[src/rtl/hpm_snapshot_ctrl.sv]
// Arbitrates the HPM counter-bank CSR port between the core and a snapshot engine
// that samples each counter, optionally clears it, and streams {index, value} records.
//
// state | meaning
// IDLE  | waiting for a trigger or a timer tick
// READ  | sample counter idx into snap_q
// CLEAR | write back the increments that arrived after the sample
// PUSH  | present {idx, snap_q} until the sink accepts it
module hpm_snapshot_ctrl #(
  parameter int CSR_ADDR_WIDTH   = 12,
  parameter int XLEN             = 64,
  parameter int HPM_NUM_COUNTERS = 29,
  parameter int PERIOD_WIDTH     = 32
) (
  input  logic                      clk_i,
  input  logic                      rstn_i,
  input  logic                      core_req_i,
  input  logic [CSR_ADDR_WIDTH-1:0] core_addr_i,
  input  logic                      core_we_i,
  input  logic [XLEN-1:0]           core_data_i,
  output logic [XLEN-1:0]           core_data_o,
  output logic [CSR_ADDR_WIDTH-1:0] hpm_addr_o,
  output logic                      hpm_we_o,
  output logic [XLEN-1:0]           hpm_wdata_o,
  input  logic [XLEN-1:0]           hpm_data_i,
  input  logic [PERIOD_WIDTH-1:0]   period_i,
  input  logic                      clear_on_read_i,
  input  logic                      trigger_i,
  output logic                      snap_valid_o,
  input  logic                      snap_ready_i,
  output logic [4:0]                snap_idx_o,
  output logic [XLEN-1:0]           snap_data_o,
  output logic                      snap_last_o,
  output logic                      busy_o,
  output logic                      missed_o
);

  typedef enum logic [1:0] {ST_IDLE, ST_READ, ST_CLEAR, ST_PUSH} state_e;

  localparam logic [CSR_ADDR_WIDTH-1:0] CSR_MHPM_COUNTER_3 = CSR_ADDR_WIDTH'(12'hB03);
  localparam logic [4:0]                FIRST_IDX          = 5'd3;
  localparam logic [4:0]                LAST_IDX           = 5'(HPM_NUM_COUNTERS + 2);

  state_e                    r_state;
  state_e                    w_state_nxt;
  logic [4:0]                r_idx;
  logic [XLEN-1:0]           r_snap_q;
  logic                      r_core_hit;
  logic [PERIOD_WIDTH-1:0]   r_timer;

  logic                      w_tick;
  logic                      w_start;
  logic                      w_last;
  logic                      w_eng_access;
  logic                      w_eng_we;
  logic [XLEN-1:0]           w_eng_wdata;
  logic [CSR_ADDR_WIDTH-1:0] w_eng_addr;

  assign w_tick     = (r_timer == PERIOD_WIDTH'(1));
  assign w_start    = trigger_i | w_tick;
  assign w_last     = (r_idx == LAST_IDX);
  assign w_eng_addr = CSR_MHPM_COUNTER_3 + CSR_ADDR_WIDTH'(r_idx) - CSR_ADDR_WIDTH'(FIRST_IDX);

  // Reloads at 1 (tick) and at 0, so period_i=0 parks the timer at 0.
  always_ff @(posedge clk_i or negedge rstn_i) begin
    if (!rstn_i) begin
      r_timer <= '0;
    end else if (r_timer <= PERIOD_WIDTH'(1)) begin
      r_timer <= period_i;
    end else begin
      r_timer <= r_timer - PERIOD_WIDTH'(1);
    end
  end

  always_ff @(posedge clk_i or negedge rstn_i) begin
    if (!rstn_i) begin
      r_state <= ST_IDLE;
    end else begin
      r_state <= w_state_nxt;
    end
  end

  always_comb begin
    w_state_nxt  = r_state;
    w_eng_access = 1'b0;
    w_eng_we     = 1'b0;
    w_eng_wdata  = '0;
    case (r_state)
      ST_IDLE: begin
        if (w_start) w_state_nxt = ST_READ;
      end
      ST_READ: begin
        if (!core_req_i) begin
          w_eng_access = 1'b1;
          w_state_nxt  = clear_on_read_i ? ST_CLEAR : ST_PUSH;
        end
      end
      ST_CLEAR: begin
        if (!core_req_i) begin
          w_state_nxt = ST_PUSH;
          // A core write to this counter during CLEAR owns its value now.
          if (!r_core_hit) begin
            w_eng_access = 1'b1;
            w_eng_we     = 1'b1;
            w_eng_wdata  = hpm_data_i - r_snap_q;
          end
        end
      end
      ST_PUSH: begin
        if (snap_ready_i) w_state_nxt = w_last ? ST_IDLE : ST_READ;
      end
      default: w_state_nxt = ST_IDLE;
    endcase
  end

  always_ff @(posedge clk_i or negedge rstn_i) begin
    if (!rstn_i) begin
      r_idx      <= FIRST_IDX;
      r_snap_q   <= '0;
      r_core_hit <= 1'b0;
    end else begin
      case (r_state)
        ST_IDLE: begin
          if (w_start) r_idx <= FIRST_IDX;
        end
        ST_READ: begin
          r_core_hit <= 1'b0;
          if (!core_req_i) r_snap_q <= hpm_data_i;
        end
        ST_CLEAR: begin
          if (core_req_i) begin
            if (core_we_i && (core_addr_i == w_eng_addr)) r_core_hit <= 1'b1;
          end else begin
            r_core_hit <= 1'b0;
          end
        end
        ST_PUSH: begin
          if (snap_ready_i && !w_last) r_idx <= r_idx + 5'd1;
        end
        default: r_core_hit <= 1'b0;
      endcase
    end
  end

  always_comb begin
    hpm_addr_o  = '0;
    hpm_we_o    = 1'b0;
    hpm_wdata_o = '0;
    if (core_req_i) begin
      hpm_addr_o  = core_addr_i;
      hpm_we_o    = core_we_i;
      hpm_wdata_o = core_data_i;
    end else if (w_eng_access) begin
      hpm_addr_o  = w_eng_addr;
      hpm_we_o    = w_eng_we;
      hpm_wdata_o = w_eng_wdata;
    end
  end

  assign core_data_o  = hpm_data_i;
  assign snap_valid_o = (r_state == ST_PUSH);
  assign snap_idx_o   = r_idx;
  assign snap_data_o  = r_snap_q;
  assign snap_last_o  = snap_valid_o & w_last;
  assign busy_o       = (r_state != ST_IDLE);
  assign missed_o     = busy_o & w_start;

endmodule

[config.mk]
export PLATFORM = sky130hd
export DESIGN_NAME = hpm_snapshot_ctrl
export DESIGN_NICKNAME = d
export VERILOG_FILES = /design/src/rtl/hpm_snapshot_ctrl.sv
export SDC_FILE = /design/constraint.sdc
export NUM_CORES = 1
export LEC_CHECK = 0
export ABC_AREA = 1
export CORE_MARGIN = 2
export CORE_UTILIZATION = 44
export CTS_CLUSTER_SIZE = 24
export DETAILED_ROUTE_END_ITERATION = 8
export PLACE_DENSITY = 0.8
export SLEW_MARGIN = 10
export SYNTH_ARGS = -nofsm -noshare
export SYNTH_HDL_FRONTEND = slang
export SYNTH_SLANG_ARGS = --single-unit
export TNS_END_PERCENT = 10
[constraint.sdc]
create_clock -name clk_i -period 1.9 [get_ports clk_i]
set_input_delay 0.19 -clock clk_i [delete_from_list [all_inputs] [get_ports clk_i]]
set_output_delay 0.19 -clock clk_i [all_outputs]
set_load 0.02 [all_outputs]
Word level (Yosys, flattened, before mapping) --
Cells that the tools add are included.
Word-level totals: bits in registers 104, bits in latches 0, RAM bits 0, ROM bits 0, input port bits 179, output and inout port bits 214, word-level logic and storage cells 65, memories kept 0
Cells by class: add/sub/neg operators 5, multiply operators 0, divide/modulo/power cells 0, order comparisons 1, eq/ne operators 12, shifts and indexed selects 0, muxes and demuxes 27, bitwise operators 4, reductions and logical operators 11
Operator list (count):
- $mux 64 | 4
- $sub 64x64->64 | 1
- $eq 32x1->1 const B | 1
- $le 32x1->1 const B | 1
- $mux 32 | 1
- $sub 32x1->32 const B | 1
- $mux 12 | 2
- $add 12x5->12 const A | 1
- $eq 12x12->1 | 1
- $sub 12x2->12 const B | 1
- $mux 1 | 10
- $mux 5 | 2
- $pmux 5 s2 | 1
- $mux 2 | 4
- $pmux 2 s4 | 1
- $ne 2x2->1 const B | 3
- $reduce_bool 2->1 | 3
- $add 5x1->5 const B | 1
- $eq 5x5->1 const B | 1
- $eq 2x2->1 const B | 2
- $ne 2x1->1 const B | 2
- $pmux 1 s2 | 2
- $reduce_and 2->1 | 2
- $reduce_and 4->1 | 1
- other kinds (9) | 11

Depth between registers and ports, before layout --
word-level depth 7, mapped depth 17, gate-level depth less buffers 17

Least setup slack after synthesis --
No wires, ideal clock.
path type register to output, start point reg r_snap_q[0] (netlist: snap_data_o[0]), end point out hpm_wdata_o[36], arrival time 2.336 ns, required time 1.710 ns, slack -0.626 ns, stages on the path, launching flop included 13, path buffers 0, cell sequence dfrtp_1 > ha_1 > fa_1 > nand3b_1 > nand2_1 > nand3_1 > nand3_1 > nand2_1 > nand2_1 > nand2_1 > nand3_1 > nand2_1 > o21ai_0
On the way: longest elaborated chain between the ends 5
RTL lines:
- from (decl) | line 47 | logic [XLEN-1:0] r_snap_q;
- from (signal assigned) | line 128 | if (!core_req_i) r_snap_q <= hpm_data_i;
- $sub 64x64->64 | line 105 | w_eng_wdata = hpm_data_i - r_snap_q;
- $mux 64 | line 102 | if (!r_core_hit) begin
- $mux 64 | line 88 | case (r_state)
- $mux 64 | line 153 | end else if (w_eng_access) begin
- $mux 64 | line 149 | if (core_req_i) begin
- to (decl) | line 24 | output logic [XLEN-1:0] hpm_wdata_o,
No other way between the ends.

Worst setup path after layout --
start point reg r_snap_q[0] (netlist: snap_data_o[0]), end point out hpm_wdata_o[48]
The elaborated chain is that of the path after synthesis.

==> out/metrics.yaml <==
cp_num_cells: 14
slew-limit-headroom: 0.560
clock-sinks: 104
vias_per_cell: 5.13
syn2layout_area_growth_pct: 75.5
worst-path-buf-inv: 1
rr_worst_depth: 8
rsz0062_at_grt: "yes"
multi_input_area_um2: 9100
cts.clk_slew.worst_paths_ns: 0.09
dr.pass1.iters: 8
clock-root-buffer: "clkbuf_16"
place_inst: 3186
wl_met1_um: 21100
crit_type: "register to primary output"
clock_skew_ns: 0.0152
netlist_top_cells_area: "nand2_1 25%, dfrtp_1 21%, inv_1 14%, ha_1 7.5%, nor2_1 6.4%"
wl_met3_um: 4380
htreeDepth: 3
synth_warnings: 0
p_leak_nw: 11.3
vdd_drop_max_v: 0.000908
drc: 2
vias: 16600
regToRegSetupSlack_ns: -0.01
insertion_delay_ns: 0.38
switching_share: 0.497
total_power_mw: 28.0
dieWidth_um: 170
p_int_mw: 14.1
port-buffer-count: 392
syn_nets: 2409
slowest_stage: "dfrtp_2"
critical_path.endpoint: "hpm_wdata_o[48]"
synth_top_flop_cell: "dfrtp_1"
worst_pin_slew_ns: 0.660
syn_area_per_cell_um2: 5.63
yosysTopAreaCell: "nand2_1"
synthCells: 2156
cpPeakStageDelay_ns: 0.44
final_nets: 3140
switchingPower_mw: 13.9
async_flop_share: 1.00
cp-startpoint: "snap_data_o[0]"
clockBufferDepth: 2
hold_viol: 0
cts_tree: "built"
fmax_mhz: 362
grt_max_degree: 105
crit_chain: "ha_4, fa_2, nand3b_1, nand2_2, nand2_2, nand2_4, nand2_1, nand2_2, nand3_1, nand3_1, nand2_1, nand3_2, nand2_1, buf_4"
die_area_um2: 28900
grt_pass1_wl_um: 79800
syn-cell-area_um2: 12100
grt_use_total: 0.350
grt-ovfl-total: 0
end_kind: "primary output"
drive_above_1_share: 0.341
cp.arrival_ns: 2.57
yosysSeqAreaShare: 0.215
ys_seq_elements: 104
critPathTopFamily: "simple AND/OR/NAND/NOR gates"
grt_pass1_vias: 16000
hp-start: "core_req_i"
diodes: 0
synth.top_cell.area_share: 0.248
numCtsBuffers: 9
timing.rr.start: "r_timer[10]"
dr.max_layer_used: "met5"
p_per_area_nw_per_um2: 1320
comb_power_share: 0.805
clockPowerShare: 0.071
initialDrtViolationCount: 1289
dpl.hpwl_um: 42100
whs_ns: 0.322
io_pins: 393
antenna_found_initial: 3
place_congestion: 0.981
core-area_um2: 27000
crit_required_ns: 1.71
layoutNonFillerInstCount: 3233
hp-class: "primary input to register"
critPathLaunchType: "register"
seq_area_um2: 2640
routedWlPerCell_um: 16.8
slew_viol_final: 0
fillers: 1977
ys_types: 49
met2_length_um: 26500
final.period_utilization: 1.46
max_cap_viol_count: 0
failed_checks: "DRC, setup timing"
ant_nets: 0
cp_max_fo: 4
worstReg2RegEnd: "r_timer[25]"
routed_wl_um: 54200
rows: 60
seqPwrFrac: 0.124
synth_edf_count: 0
start_util: 0.449
status: "finished with violations"
min_period_ns: 2.76
final.setup.worst_slack_ns: -0.865
setup_viol: 75
die_h_um: 170
[worst register-to-register path, stage by stage (launching register included)]
cell and delay (ns):
dfrtp_1 0.38, nor2_1 0.20, inv_2 0.08, buf_4 0.15, nor3_1 0.24, nand3_1 0.25, inv_1 0.20, a21oi_1 0.09
o31ai_1 0.24
[through the flow]
stage / TNS [ns] / util / setup slack, ns / cell area [µm²]
final: -47.58 / 0.788 / -0.865 / 21300
after global routing: -57.68 / 0.788 / -0.954 / 21300
after detailed placement: -77.03 / 0.711 / -1.39 / 19200
after global placement: -74.61 / 0.711 / -1.39 / 19200
after CTS: -46.49 / 0.748 / -0.911 / 20200
after floorplan: -5.52 / - / -0.238 / 12500
[layout make-up]
cell class                 instances  share of cell area
sequential                       104               0.124
multi-input combinational       1504               0.427
inverter                         452              0.0799
clock buffer                       9              0.0106
tap                              341              0.0200
timing repair buffer             816               0.335
clock inverter                     7             0.00306
[kinds of logic (layout without fill, tap and decap cells)]
group,after synthesis,in the layout,share of synthesized area
AO/OA/AOI/OAI,232,232,0.102
multiplexers,1,1,0.000928
adder cells (fa/ha/maj),74,74,0.0769
AND/OR/NAND/NOR,1172,1172,0.394
buffers and inverters,548,1284,0.193
flip-flops,104,104,0.215
XOR/XNOR,25,25,0.0180
[worst min-delay path by stage]
stage / cells past startpoint / end
3_5_place_dp: 2 / snap_data_o[38]
3_3_place_gp: 2 / snap_data_o[36]
4_1_cts: 4 / r_core_hit
2_1_floorplan: 0 / r_core_hit
6_report: 4 / r_core_hit
5_1_grt: 4 / r_core_hit
[cell usage after synthesis (2+ instances only)]
library cell  count
a32o_1            4
or2_2             6
dfstp_2           2
o31ai_1           2
inv_1           443
inv_2             7
nor2_8            2
ha_1             73
xor2_1           19
nor2_1          206
buf_2            15
nand2_4           4
nor2_2            4
buf_4            67
nor3_1           17
o21ai_2           3
nor2_4            6
nor3_2            4
dfrtp_1         102
nand2_2           4
nand2_1         801
o21ai_1          16
o21bai_1          2
nand4_1          12
nand3_1          93
clkbuf_1         11
o21ai_0          54
nor4_1            5
a31oi_1           4
buf_6             2
xnor2_1           6
a21oi_1         134
o22ai_1           6
nand3_2           3
nand3b_1          2
and2_1            2
[repair_timing]
action	CTS	global route
pin swaps	36	58
resized for setup	543	271
hold endpoints to repair	102	0
hold buffers	1	0
endpoints found under the setup margin	80	109
buffers inserted	8	23
[flip-flops by register name, indices dropped and copies added (netlist names)]
signal / count
r_state: 2
snap_data_o: 64
r_core_hit: 1
snap_idx_o: 5
r_timer: 32
[power by group through the flow]
stage                     Clock (mW)  Sequential, mW  Combinational [mW]
final                           1.99            3.46                22.5
after global routing            2.07            3.53                24.1
after CTS                       2.00            3.43                20.0
after detailed placement           0            3.44                18.5
after global placement             0            3.38                18.2
after floorplan                    0            4.24                8.40
[cell usage in the layout, fill, tap and decap left out, types with 7 or more instances in the layout]
master and instances:
nand2_1 660, buf_4 431, inv_1 389, clkdlybuf4s50_1 314, nor2_1 152, nand2_2 117, a21oi_1 100, dfrtp_1 74
nand3_1 69, inv_2 60, ha_4 58, nor2_2 48, buf_6 36, o21ai_1 33, nand2_4 32, a21oi_2 28
dfrtp_2 28, o21ai_0 25, nand3_2 20, buf_2 20, xor2_1 19, nor2_4 16, nand4_1 12, o21ai_2 12
nor3_1 11, ha_1 9, clkbuf_16 9, buf_12 9, nor3_2 7, nand3_4 7
[per-layer routing]
metal | global-route usage | vias to the layer above
li1 | - | 7943
met1 | 0.415 | 7698
met2 | 0.632 | 770
met3 | 0.0591 | 166
met4 | 0.132 | 6
met5 | 0 | -
No activity file was read; power rests on OpenSTA's default activity.
